File: src/rtl/toggle_debounce_pkg.sv
// Shared types and constants for the button debounce stage.
// Optional build macro: TOGGLE_DEBOUNCE_BOTH_EDGES_EN.
package toggle_debounce_pkg;

    typedef enum logic [1:0] {
        IDLE_LO,
        WAIT_HI,
        IDLE_HI,
        WAIT_LO
    } db_state_t;

    localparam int SYNC_STAGES = 2;

endpackage

File: src/rtl/toggle_debounce_sync2.sv
// Two-flop synchronizer for the raw asynchronous button input.
// Both stages reset asynchronously to 0.
module sync2
    import toggle_debounce_pkg::*;
(
    input  logic clk,
    input  logic rst_n,
    input  logic d,
    output logic q
);

    logic [SYNC_STAGES-1:0] ff;

    always_ff @(posedge clk or negedge rst_n) begin
        if (!rst_n) begin
            ff <= '0;
        end else begin
            ff <= {ff[SYNC_STAGES-2:0], d};
        end
    end

    assign q = ff[SYNC_STAGES-1];

endmodule

File: src/rtl/toggle_debounce.sv
// Button debounce: synchronizer, qualification FSM and toggle pulse.
// Define TOGGLE_DEBOUNCE_BOTH_EDGES_EN to also pulse t on release.
module toggle_debounce
    import toggle_debounce_pkg::*;
#(
    parameter int DEBOUNCE_CYCLES = 16
) (
    input  logic clk,
    input  logic rst_n,
    input  logic btn,
    output logic t,
    output logic level,
    output logic busy
);

    localparam int CNT_W = $clog2(DEBOUNCE_CYCLES);
    localparam logic [CNT_W-1:0] CNT_MAX = CNT_W'(DEBOUNCE_CYCLES - 1);
    localparam logic [CNT_W-1:0] CNT_ONE = CNT_W'(1);

`ifdef TOGGLE_DEBOUNCE_BOTH_EDGES_EN
    localparam logic REL_PULSE = 1'b1;
`else
    localparam logic REL_PULSE = 1'b0;
`endif

    logic             s2;
    db_state_t        state;
    logic [CNT_W-1:0] cnt;

    sync2 u_sync (
        .clk   (clk),
        .rst_n (rst_n),
        .d     (btn),
        .q     (s2)
    );

    always_ff @(posedge clk or negedge rst_n) begin
        if (!rst_n) begin
            state <= IDLE_LO;
            cnt   <= '0;
            level <= 1'b0;
            t     <= 1'b0;
            busy  <= 1'b0;
        end else begin
            t <= 1'b0;
            unique case (state)
                IDLE_LO: begin
                    if (s2) begin
                        state <= WAIT_HI;
                        cnt   <= CNT_ONE;
                        busy  <= 1'b1;
                    end
                end
                WAIT_HI: begin
                    if (!s2) begin
                        state <= IDLE_LO;
                        cnt   <= '0;
                        busy  <= 1'b0;
                    end else if (cnt == CNT_MAX) begin
                        state <= IDLE_HI;
                        cnt   <= '0;
                        busy  <= 1'b0;
                        level <= 1'b1;
                        t     <= 1'b1;
                    end else begin
                        cnt <= cnt + CNT_ONE;
                    end
                end
                IDLE_HI: begin
                    if (!s2) begin
                        state <= WAIT_LO;
                        cnt   <= CNT_ONE;
                        busy  <= 1'b1;
                    end
                end
                WAIT_LO: begin
                    if (s2) begin
                        state <= IDLE_HI;
                        cnt   <= '0;
                        busy  <= 1'b0;
                    end else if (cnt == CNT_MAX) begin
                        state <= IDLE_LO;
                        cnt   <= '0;
                        busy  <= 1'b0;
                        level <= 1'b0;
                        t     <= REL_PULSE;
                    end else begin
                        cnt <= cnt + CNT_ONE;
                    end
                end
                default: begin
                    state <= IDLE_LO;
                    cnt   <= '0;
                    busy  <= 1'b0;
                end
            endcase
        end
    end

endmodule

File: config.mk
export PLATFORM = sky130hd
export DESIGN_NAME = toggle_debounce
export DESIGN_NICKNAME = d
export VERILOG_FILES = /design/src/rtl/toggle_debounce_pkg.sv /design/src/rtl/toggle_debounce_sync2.sv /design/src/rtl/toggle_debounce.sv
export SDC_FILE = /design/constraint.sdc
export NUM_CORES = 1
export LEC_CHECK = 0
export ABC_AREA = 1
export CORE_AREA = 2 2 39 41
export CTS_CLUSTER_DIAMETER = 60
export DETAILED_ROUTE_END_ITERATION = 7
export DIE_AREA = 0 0 41 43
export DONT_BUFFER_PORTS = 1
export SLEW_MARGIN = 20
export SYNTH_ARGS = -nofsm -noshare
export SYNTH_HDL_FRONTEND = slang
export SYNTH_SLANG_ARGS = --single-unit
export TNS_END_PERCENT = 50
File: constraint.sdc
create_clock -name clk -period 1.3 [get_ports clk]
set_input_delay 0.065 -clock clk [delete_from_list [all_inputs] [get_ports clk]]
set_output_delay 0.065 -clock clk [all_outputs]
set_load 0.02 [all_outputs]
==> flow_summary.yaml, run 1 <==
route:
  routed_wl_um: 891
  wl_per_cell_um: 10.61
  remaining_drc_errors: 0
  drtAntennaViolNets: 0
  drtIter0Drc: 12
  top_layer_used: "met4"
  num_vias: 383
  wl_met2_um: 453
  wl_met1_um: 405
  first_pass_iters: 3
  wl_met3_um: 17
  routed_via_density: 4.560
timing:
  drv_slew: 0
  hold_violations: 0
  fmax_ghz: 0.8327
  fin_crit_sh_pct: 92.38
  period_minus_slack_ns: 1.201
  rsz0062_at_grt: "no"
  maxSlewHeadroom_pct: 67.48
  tightest_slew_ns: 0.4862
  fin_skew_ns: 0.004921
  setup_violations: 0
  setup-tns-final_ns: 0
pwr:
  cellPowerDensity_nw_per_um2: 1996
  vdd_drop_max_mv: 1.104
  finalPower_w: 0.001179
  power.leakage_nw: 0.3135
global_routing:
  grt_use_total_pct: 13.72
  grt_overflow: 0
  antenna_found_initial: 0
  grt_max_degree: 12
  first_global_vias: 405
  grt_pass1_wl_um: 1607
setup_path:
  cp.arrival_ns: 1.35
  crit_fanout: 4
  max_stage_delay_ns: 0.41
  path_class: "reg -> reg"
  startpoint_type: "flop"
  crit_slowest_cell: "dfrtp_1"
  crit_chain: "ha_1 > nand2_2 > inv_1 > nand2_1 > nand2_1 > nand3_1 > nand2_1"
  cp.required_ns: 1.45
  cp-end-kind: "flop"
  cp_common_cell: "nand2_1"
floorplan:
  die_w_um: 41
  die-area_um2: 1763
  start_util_pct: 37.07
  io-pin-count: 6
  die_h_um: 43
  num_rows: 14
  core_area_um2: 1384
yosys:
  syn_inst: 62
  ys_seq_elements: 11
  yosysUniqueCellTypes: 14
  syn_area_um2: 513.0
  ys_seq_area_share_pct: 53.66
  syn-num-nets: 66
  synth_area_per_cell_um2: 8.274
  synth_warnings: 0
cts:
  cts-buffers-inserted: 3
  htree_levels: 1
  cts.path.max_buffers: 2
  numClockSinks: 11
  cts_tree: "yes"
  clkTransAtPathRegs_ns: 0.07
  cts_setup_buffers: 0
  clk_latency_ns: 0.26
  root_buffer: "clkbuf_4"
place:
  place_congestion: 0.7669
  io_buffer_count: 0
  dp_hpwl_um: 648.1
finish:
  diodes: 0
  utilization_pct: 42.68
  layout_common_cells: "nand2_1, dfrtp_1, inv_1"
  drive_gt1_share_pct: 16.18
  area_growth_pct: 15.12
  nets: 73
  mostFrequentLayoutCell: "nand2_1"
outcome:
  outcome: "finished, final reports clean"
flow_run:
  drv_cap: 0
hold_path:
  hold_path.class: "in -> async"
-- metrics by stage --
stage          cell area [µm²]  setup slack [ns]  instances  hold WS [ns]
3_5_place_dp             533.0            0.1167         78       -0.2304
4_1_cts                  579.3            0.1042         84        0.2068
3_3_place_gp             533.0            0.1417         78       -0.2304
5_1_grt                  590.6           0.01507         84        0.2466
2_1_floorplan            513.0            0.2469         62       -0.2306
6_report                 590.6           0.09912         84        0.1977
-- synth_stat cells, drive strengths merged --
master	number	area [µm²]
nor2	9	46.29
dfrtp	11	275.3
o21ai	2	10.01
a21oi	1	5.000
nand2	24	95.09
inv	8	30.03
xor2	1	8.760
o21bai	2	15.01
nand3	3	15.01
ha	1	12.51
-- what timing repair did --
item                       4_1_cts  5_1_grt
setup endpoints to repair        0        4
hold endpoints to repair        12        0
gates resized for setup          0        3
hold buffers                     2        0
-- area by class of cell --
cell class | instances | area (µm²)
repair buffers | 2 | 20.02
well taps | 16 | 20.02
fillers | 146 | 793.3
multi-input cells | 43 | 219.0
clock buffers | 4 | 26.28
flip-flops and latches | 11 | 275.3
inverters | 8 | 30.03
-- metal layers --
layer / vias to the layer above / GRT usage (%)
li1: 199 / -
met1: 180 / 17.12
met2: 2 / 20.63
met3: 2 / 1.571
met4: 0 / 10.00
met5: - / 0
-- sequential cells by signal, indices dropped and copies added, names as in the netlist, named ones only --
name,cells
level,1
cnt,4
state,1
u_sync.ff,2
t,1
busy,1
-- critical path: cells and delay by family, from the launching register on --
family | cells | cell delay (ns)
flops | 1 | 0.41
simple gates | 5 | 0.39
fa+ha+maj | 1 | 0.23
buf+inv | 1 | 0.06
-- cells by family (layout without fill, tap and decap cells) --
family	count (synthesis)	in the layout	share of synthesized area, %
buffers and inverters	8	14	5.854
XOR/XNOR	1	1	1.708
flip-flops	11	11	53.66
AND/OR/NAND/NOR	36	36	30.49
adder cells (fa/ha/maj)	1	1	2.439
AO/OA/AOI/OAI	5	5	5.852
-- worst paths after layout --
| kind | startpoint | endpoint | slack, ns | cells after the start |
|---|---|---|---|---|
| worst max-delay path | cnt[0] | flop | 0.1 | 7 |
| worst min-delay path | rst_n | state[0] | 0.20 | 1 |
| worst max register to register | cnt[0] | flop | 0.1 | 7 |
| min in group clk | u_sync.ff[0] | u_sync.ff[1] | 0.36 | 0 |
| worst min register to register | u_sync.ff[0] | u_sync.ff[1] | 0.36 | 0 |
| max in group asynchronous | rst_n | t | 0.77 | 1 |
-- power breakdown --
group	leakage [nW]	total [W]	internal (W)	switching [W]
clock	0.0150	0.000223	0.000118	0.000105
combinational	0.159	0.000396	0.000155	0.000242
sequential	0.139	0.000559	0.000435	0.000124
Note: power is estimated with default switching activity, not from simulation.
==> run 2: changes to the inputs <==
- BUFFER_PORTS_ARGS: default -> -buffer_cell sky130_fd_sc_hd__buf_2
- DONT_BUFFER_PORTS: 1 -> default
==> flow_summary.yaml, run 2 (synthesis results as in run 1) <==
outcome:
  outcome: "finished, final reports clean"
setup_path:
  max_stage_delay_ns: 0.38
  crit_chain: "ha_1 > nand2_1 > nor2_2 > o21ai_0 > o21ai_0 > inv_1"
  worstReg2RegStart: "cnt[0]"
  cp.arrival_ns: 1.33
  cp.required_ns: 1.46
  crit_fanout: 5
  startpoint_type: "flop"
  path_class: "reg -> reg"
  cp_common_cell: "o21ai_0"
  crit_family: "flip-flops"
  critPathBufInv: 1
  startpoint: "cnt[0]"
  cp-end-kind: "flop"
  crit_slowest_cell: "dfrtp_1"
route:
  wl_per_cell_um: 9.910
  routed_via_density: 4.404
  remaining_drc_errors: 0
  routed_wl_um: 882
  drtAntennaViolNets: 0
  num_vias: 392
  first_pass_iters: 4
  drtIter0Drc: 11
global_routing:
  grt_overflow: 0
  antenna_found_initial: 0
  grt_use_total_pct: 13.29
  grt_max_degree: 12
  first_global_vias: 364
  grt_pass1_wl_um: 1511
hold_path:
  hold_path.class: "in -> async"
cts:
  clkTransAtPathRegs_ns: 0.07
  clk_latency_ns: 0.27
  htree_levels: 1
  cts.path.max_buffers: 2
  cts-buffers-inserted: 3
  numClockSinks: 11
  root_buffer: "clkbuf_4"
  cts_setup_buffers: 0
  cts_tree: "yes"
place:
  io_buffer_count: 5
  dp_hpwl_um: 613
  place_ws_ns: 0.1456
  place_congestion: 0.8172
finish:
  nets: 78
  diodes: 0
  regMostFlops: "cnt"
  mostFrequentLayoutCell: "nand2_1"
  largest_reg_flops: 4
  seq_area_um2: 275.3
  largestRegisters: "cnt: 4 flops, u_sync.ff: 2 flops"
  fillCellCount: 141
  multi_input_area_um2: 211.5
  layout_common_cells: "nand2_1, dfrtp_1, inv_1"
  drive_gt1_share_pct: 20.55
  area_growth_pct: 18.54
flow_run:
  drv_cap: 0
floorplan:
  die_w_um: 41
  io-pin-count: 6
  die-area_um2: 1763
  num_rows: 14
  start_util_pct: 37.07
  die_h_um: 43
  core_area_um2: 1384
timing:
  hold_violations: 0
  period_minus_slack_ns: 1.167
  tightest_slew_ns: 0.2470
  fin_skew_ns: 0.002340
  fin_crit_sh_pct: 89.73
  fin_ws_ns: 0.1335
  maxSlewHeadroom_pct: 83.53
  setup_violations: 0
  fmax_ghz: 0.8572
  drv_slew: 0
  rsz0062_at_grt: "no"
  setup-tns-final_ns: 0
pwr:
  power.leakage_nw: 0.3357
  cellPowerDensity_nw_per_um2: 1976
  vdd_drop_max_mv: 1.028
-- run 2: cell types whose count changed in the layout (fill, tap and decap cells not counted), sizes merged --
cell  change
buf       +5
-- run 2: per-layer routing --
metal  vias up  track usage [%]  wire [µm]  part of all wire, %
met5         -                0          0                    0
met3         4            3.141         25                  2.8
li1        210                -          -                    -
met4         0            10.00         22                  2.5
met1       171            18.09        417                   47
met2         7            17.50        416                   47
-- run 2: final cells by class --
cell class	count	area share (%)
multi-input cells	43	34.77
repair buffers	7	7.407
inverters	8	4.938
flip-flops and latches	11	45.27
clock buffers	4	4.321
well taps	16	3.292
-- run 2: path summary, 6_finish.rpt --
| check | to | slack [ns] | cells past startpoint |
|---|---|---|---|
| max | cnt[0] | 0.13 | 6 |
| min | busy | 0.20 | 2 |
| max reg2reg | cnt[0] | 0.13 | 6 |
| min reg2reg | u_sync.ff[1] | 0.36 | 0 |
| max in group asynchronous | cnt[2] | 0.90 | 2 |
| min in group clk | u_sync.ff[1] | 0.36 | 0 |
-- run 2: per-stage QoR --
step                utilization (%)  area [µm²]  cells  total power (W)  hold slack, ns
floorplan                         -       513.0     62        0.0008525         -0.2306
global placement              40.33       558.0     83        0.0009380        -0.05468
detailed placement            40.33       558.0     83        0.0009541        -0.05413
CTS                           43.67       604.3     89         0.001208          0.1819
global route                  43.94       608.1     89         0.001315          0.2143
finish                        43.94       608.1     89         0.001202          0.2050
-- run 2: worst register-to-register path, stage by stage, from the launching register on --
cell	delay [ns]
dfrtp_1	0.38
ha_1	0.18
nand2_1	0.09
nor2_2	0.18
o21ai_0	0.09
o21ai_0	0.09
inv_1	0.06
-- run 2: what timing repair did --
| item | 4_1_cts | 5_1_grt |
|---|---|---|
| setup endpoints to repair | 0 | 1 |
| gates resized for setup | 0 | 1 |
| hold endpoints to repair | 12 | 0 |
| hold buffers | 2 | 0 |
-- run 2: power breakdown --
part | switching, W | internal (W) | leakage [nW]
clock | 0.000117 | 0.000119 | 0.0150
sequential | 0.0000972 | 0.000435 | 0.139
combinational | 0.000267 | 0.000166 | 0.182
total | 0.000481 | 0.000721 | 0.336
